File: src/rtl/riscv_imm_pkg.sv
// riscv_imm_pkg: immediate format codes and width helpers shared by the immediate pipeline.
package riscv_imm_pkg;
    localparam int XLEN_DEFAULT = 32;
    localparam logic [2:0] IMM_I     = 3'b000;
    localparam logic [2:0] IMM_S     = 3'b001;
    localparam logic [2:0] IMM_B     = 3'b010;
    localparam logic [2:0] IMM_J     = 3'b011;
    localparam logic [2:0] IMM_U     = 3'b100;
    localparam logic [2:0] IMM_SHAMT = 3'b101;
    function automatic int shamt_w(input int xlen);
        return (xlen == 64) ? 6 : 5;
    endfunction
endpackage

File: src/rtl/imm_ext_pipe_if.sv
// imm_ext_pipe_if: instruction-in / immediate-out handshake bundle.
interface imm_ext_pipe_if #(
    parameter int XLEN  = 32,
    parameter int TAG_W = 32
);
    logic             in_valid;
    logic             in_ready;
    logic [31:0]      inst;
    logic [2:0]       inmSrc;
    logic [TAG_W-1:0] in_tag;
    logic             out_valid;
    logic             out_ready;
    logic [XLEN-1:0]  inmExt;
    logic             imm_illegal;
    logic [TAG_W-1:0] out_tag;
    modport master (
        output in_valid, inst, inmSrc, in_tag, out_ready,
        input  in_ready, out_valid, inmExt, imm_illegal, out_tag
    );
    modport slave (
        input  in_valid, inst, inmSrc, in_tag, out_ready,
        output in_ready, out_valid, inmExt, imm_illegal, out_tag
    );
endinterface

File: src/rtl/imm_decode.sv
// imm_decode: combinational RV32I/RV64I immediate extraction and sign extension.
module imm_decode
    import riscv_imm_pkg::*;
#(
    parameter int XLEN = XLEN_DEFAULT
) (
    input  logic [31:0]     inst,
    input  logic [2:0]      inm_src,
    output logic [XLEN-1:0] inm_ext,
    output logic            illegal
);
    localparam int SW = shamt_w(XLEN);
    logic [31:0] i32;
    logic        unused_opcode;
    assign unused_opcode = ^inst[6:0];
    assign i32 = inm_src == IMM_I     ? {{20{inst[31]}}, inst[31:20]}
               : inm_src == IMM_S     ? {{20{inst[31]}}, inst[31:25], inst[11:7]}
               : inm_src == IMM_B     ? {{19{inst[31]}}, inst[31], inst[7], inst[30:25], inst[11:8], 1'b0}
               : inm_src == IMM_J     ? {{11{inst[31]}}, inst[31], inst[19:12], inst[20], inst[30:21], 1'b0}
               : inm_src == IMM_U     ? {inst[31:12], 12'b0}
               : inm_src == IMM_SHAMT ? 32'(inst[20 +: SW])
               : '0;
    // shamt has bit 31 clear, so one signed widening covers every format
    assign inm_ext = XLEN'($signed(i32));
    assign illegal = inm_src > IMM_SHAMT;
endmodule

File: src/rtl/imm_ext_pipe.sv
// imm_ext_pipe: decodes immediates at push time into a 2-entry FIFO with tag sideband and flush.
module imm_ext_pipe
    import riscv_imm_pkg::*;
#(
    parameter int XLEN  = XLEN_DEFAULT,
    parameter int TAG_W = 32
) (
    input  logic         clk,
    input  logic         reset,
    input  logic         flush,
    imm_ext_pipe_if.slave bus
);
    typedef struct packed {
        logic [XLEN-1:0]  imm;
        logic             ill;
        logic [TAG_W-1:0] tag;
    } ent_t;
    ent_t            head_q, head_d, tail_q, tail_d, new_e;
    logic [1:0]      count_q, count_d;
    logic            push, pop, dec_ill;
    logic [XLEN-1:0] dec_imm;
    imm_decode #(.XLEN(XLEN)) u_dec (
        .inst    (bus.inst),
        .inm_src (bus.inmSrc),
        .inm_ext (dec_imm),
        .illegal (dec_ill)
    );
    assign new_e           = '{imm: dec_imm, ill: dec_ill, tag: bus.in_tag};
    assign bus.in_ready    = !reset && count_q != 2'd2;
    assign bus.out_valid   = count_q != 2'd0;
    assign bus.inmExt      = head_q.imm;
    assign bus.imm_illegal = head_q.ill;
    assign bus.out_tag     = head_q.tag;
    assign push = bus.in_valid && bus.in_ready && !flush;
    assign pop  = bus.out_valid && bus.out_ready && !flush;
    // head is the output register; tail only fills when head is occupied and not leaving
    always_comb begin
        count_d = flush ? 2'd0 : count_q + 2'(push) - 2'(pop);
        head_d  = (push && (count_q == 2'd0 || (pop && count_q == 2'd1))) ? new_e
                : (pop && count_q == 2'd2) ? tail_q
                : head_q;
        tail_d  = (push && !pop && count_q == 2'd1) ? new_e : tail_q;
    end
    always_ff @(posedge clk) begin
        if (reset) begin
            count_q <= '0;
            head_q  <= '0;
            tail_q  <= '0;
        end else begin
            count_q <= count_d;
            head_q  <= head_d;
            tail_q  <= tail_d;
        end
    end
endmodule

File: src/flat_wrapper.sv
// flat-port wrapper written by rule: the top's interface ports become plain ports
module imm_ext_pipe_flat import riscv_imm_pkg::*;
#(
    parameter int XLEN  = XLEN_DEFAULT,
    parameter int TAG_W = 32
)
  (clk, reset, flush, bus_in_valid, bus_inst, bus_inmSrc, bus_in_tag, bus_out_ready, bus_in_ready, bus_out_valid, bus_inmExt, bus_imm_illegal, bus_out_tag);
  imm_ext_pipe_if #(.XLEN(XLEN), .TAG_W(TAG_W)) bus_i ();
  input  logic clk;
  input  logic reset;
  input  logic flush;
  input wire logic [$bits(bus_i.in_valid)-1:0] bus_in_valid;
  input wire logic [$bits(bus_i.inst)-1:0] bus_inst;
  input wire logic [$bits(bus_i.inmSrc)-1:0] bus_inmSrc;
  input wire logic [$bits(bus_i.in_tag)-1:0] bus_in_tag;
  input wire logic [$bits(bus_i.out_ready)-1:0] bus_out_ready;
  output wire logic [$bits(bus_i.in_ready)-1:0] bus_in_ready;
  output wire logic [$bits(bus_i.out_valid)-1:0] bus_out_valid;
  output wire logic [$bits(bus_i.inmExt)-1:0] bus_inmExt;
  output wire logic [$bits(bus_i.imm_illegal)-1:0] bus_imm_illegal;
  output wire logic [$bits(bus_i.out_tag)-1:0] bus_out_tag;
  assign bus_i.in_valid = bus_in_valid;
  assign bus_i.inst = bus_inst;
  assign bus_i.inmSrc = bus_inmSrc;
  assign bus_i.in_tag = bus_in_tag;
  assign bus_i.out_ready = bus_out_ready;
  assign bus_in_ready = bus_i.in_ready;
  assign bus_out_valid = bus_i.out_valid;
  assign bus_inmExt = bus_i.inmExt;
  assign bus_imm_illegal = bus_i.imm_illegal;
  assign bus_out_tag = bus_i.out_tag;
  imm_ext_pipe #(.XLEN(XLEN), .TAG_W(TAG_W)) u_core (.clk(clk), .reset(reset), .flush(flush), .bus(bus_i));
endmodule
File: config.mk
export PLATFORM = sky130hd
export DESIGN_NAME = imm_ext_pipe_flat
export DESIGN_NICKNAME = d
export VERILOG_FILES = /design/src/rtl/riscv_imm_pkg.sv /design/src/rtl/imm_ext_pipe_if.sv /design/src/rtl/imm_decode.sv /design/src/rtl/imm_ext_pipe.sv /design/src/flat_wrapper.sv
export SDC_FILE = /design/constraint.sdc
export NUM_CORES = 1
export LEC_CHECK = 0
export ABC_AREA = 1
export CAP_MARGIN = 10
export CORE_UTILIZATION = 54
export CTS_CLUSTER_DIAMETER = 60
export DETAILED_ROUTE_END_ITERATION = 8
export PLACE_DENSITY = 0.86
export SYNTH_ARGS = -nofsm -noshare
export SYNTH_HDL_FRONTEND = slang
export SYNTH_SLANG_ARGS = --single-unit
File: constraint.sdc
create_clock -name clk -period 2.8 [get_ports clk]
set_clock_uncertainty 0.2 [all_clocks]
set_input_delay 0.7 -clock clk [delete_from_list [all_inputs] [get_ports clk]]
set_output_delay 0.7 -clock clk [all_outputs]
set_load 0.02 [all_outputs]
==> flow_metrics.tcl <==
set metrics [dict create \
    routed_wl_um 14700 \
    synth-edff-count 0 \
    cts_root_buffer "clkbuf_8" \
    worstPathArrival_ns 1.66 \
    ios 139 \
    cts.sinks 132 \
    cts_max_path_buffers 2 \
    timing.final.ws_setup_ns 0.244 \
    worst_pin_slew_ns 0.525 \
    hp-class "reg2reg" \
    leakagePower_uw 0.00328 \
    clock_latency_ns 0.52 \
    hold_viol_final 0 \
    power.density_nw_per_um2 600 \
    place_congestion 0.912 \
    fillers 774 \
    drtAntennaViolNets 0 \
    num_rows 37 \
    grt_pass1_vias 5095 \
    drive_gt1_share_pct 7.46 \
    clkTransAtPathRegs_ns 0.06 \
    grt_first_pass_wirelength_um 23800 \
    final_max_slew_viol_count 0 \
    drt_iter0_drc 366 \
    antenna_found_initial 0 \
    fmax_mhz 391 \
    cts_buffers 17 \
    start_util_pct 55.9 \
    post-route-period-util_pct 91.3 \
    ys_seq_elements 132 \
    die_y_um 105 \
    synth_nets 880 \
    cts_tree "built" \
    via_per_inst 5.19 \
    yosysUniqueCellTypes 24 \
    rsz0062_at_grt "no" \
    die_x_um 105 \
    crit_type "reg2out" \
    drt_pass1_iterations 6 \
    start_kind "flip-flop" \
    route.detailed.drc 0 \
    cp.required_ns 1.90 \
    post-route-min-period_ns 2.56 \
    synthToLayoutAreaGrowth_pct 34.3 \
    layout.area.seq_um2 2640 \
    die_area_um2 11100 \
    core_um2 10300 \
    dp_slack_ns 0.164 \
    io_buffers 131 \
    crit_path_end_kind "output pin" \
    cts-htree-levels 4 \
    path_cells "nor2_1 -> inv_1 -> clkdlybuf4s50_1" \
    yosysSeqAreaShare_pct 45.8 \
    n_antenna_cell 0 \
    syn_area_um2 5770 \
    grt_max_degree 56 \
    maxCapViolCount 0 \
    status "finished, final reports clean" \
    ir_worst_vdd_mv 0.385 \
    synthFlopType "dfxtp_1" \
    synth_area_per_cell_um2 7.16 \
    place_hpwl_um 9250 \
    synthArstFlopShare_pct 0 \
    final_nets 999 \
    setup_viol 0 \
    overflow 0 \
    wl_per_cell_um 13.7 \
    slowest_delay_ns 0.59 \
    syn_inst 806 \
    slowest_stage "clkdlybuf4s50_1" \
    vias 5579 \
    synth_warnings 0 \
    slew_headroom_pct 65.0 \
    grtUsageTotal_pct 26.8 \
    multi_input_area_um2 2680 \
    tns_ns 0 \
    cp_max_fo 3 \
]
==> cell usage in the layout (no fill, tap or decap), types with 5 or more instances in the layout <==
cell | netlist | final
a21boi_0 | 25 | 25
a21boi_1 | 8 | 8
a21oi_1 | 80 | 80
buf_12 | 0 | 5
buf_4 | 5 | 14
clkbuf_16 | 0 | 16
clkdlybuf4s50_1 | 0 | 129
dfxtp_1 | 132 | 132
inv_1 | 32 | 31
inv_2 | 7 | 8
inv_6 | 0 | 5
nand2_1 | 194 | 194
nand3_1 | 40 | 40
nor2_1 | 150 | 150
nor2_4 | 5 | 5
o21ai_0 | 72 | 72
==> registers in the layout (all words and copies together), names as in the netlist <==
signal / flops
u_core.bus.imm_illegal: 1
u_core.bus.inmExt: 32
u_core.bus.out_tag: 32
u_core.count_q: 2
u_core.tail_q: 65
==> Yosys cell counts (7+ instances only) <==
master | instances | share of area [%]
inv_1 | 32 | 2.1
buf_6 | 9 | 1.8
o21ai_0 | 72 | 6.2
inv_2 | 7 | 0.46
nand2_1 | 194 | 13
buf_2 | 19 | 1.6
nor2_1 | 150 | 9.8
dfxtp_1 | 132 | 46
clkbuf_1 | 17 | 1.1
a21oi_1 | 80 | 6.9
a21boi_1 | 8 | 1.0
nand3_1 | 40 | 3.5
a21boi_0 | 25 | 3.3
==> critical path: cells and delay by family, from the launching register on <==
kind	cells	cell delay, ns
flip-flops	1	0.42
AND/OR/NAND/NOR	1	0.08
buffers and inverters	2	0.64
==> final timing paths <==
check	startpoint	endpoint	slack, ns	cells after the start
max	u_core.count_q[0]	bus_out_valid	0.24	3
min	u_core.tail_q[64]	u_core.tail_q[64]	0.26	2
max reg2reg	u_core.count_q[1]	u_core.count_q[1]	1.07	7
min reg2reg	u_core.tail_q[64]	u_core.tail_q[64]	0.26	2
==> power breakdown <==
part / total (uW) / switching (uW) / leakage (uW) / internal, uW
logic: 472 / 253 / 0.00192 / 219
registers: 1950 / 23.9 / 0.00107 / 1920
clock network: 2230 / 855 / 0.000288 / 1370
==> layer usage <==
layer | wire [um] | GRT usage (%) | vias to the layer above
li1 | - | - | 2834
met1 | 6410 | 33.1 | 2536
met2 | 7210 | 45.3 | 183
met3 | 810 | 6.37 | 26
met4 | 293 | 9.96 | 0
met5 | 0 | 0 | -
==> through the flow <==
| stage | cell area (um^2) | total power [uW] | utilization, % | instances | hold slack (ns) |
|---|---|---|---|---|---|
| floorplan | 5770 | 2220 | - | 806 | 0.230 |
| global placement | 7150 | 2450 | 69.3 | 1042 | 0.237 |
| detailed placement | 7150 | 2450 | 69.3 | 1042 | 0.245 |
| CTS | 7750 | 4650 | 75.0 | 1074 | 0.254 |
| global route | 7750 | 4790 | 75.0 | 1074 | 0.267 |
| finish | 7750 | 4650 | 75.0 | 1074 | 0.258 |
==> timing repair <==
item,in CTS,in global routing
resized for setup,1,0
hold buffers,0,0
buffers inserted,0,0
setup endpoints to repair,1,0
==> area by class of cell <==
cell class	instances	share of cell area [%]
Multi-Input combinational cell	585	34.6
Sequential cell	132	34.1
Timing Repair Buffer	150	19.5
Clock buffer	19	5.44
Clock inverter	13	2.23
Tap cell	136	2.20
Inverter	39	1.89
==> logic make-up (layout without fill, tap and decap cells) <==
family / after synthesis / after routing / share of synthesized area (%)
simple gates: 395 / 395 / 28.1
compound gates: 187 / 187 / 17.8
flops: 132 / 132 / 45.8
buf+inv: 89 / 221 / 7.70
xor+xnor: 1 / 1 / 0.152
fa+ha+maj: 2 / 2 / 0.434
No activity file was read; power rests on OpenSTA's default activity.
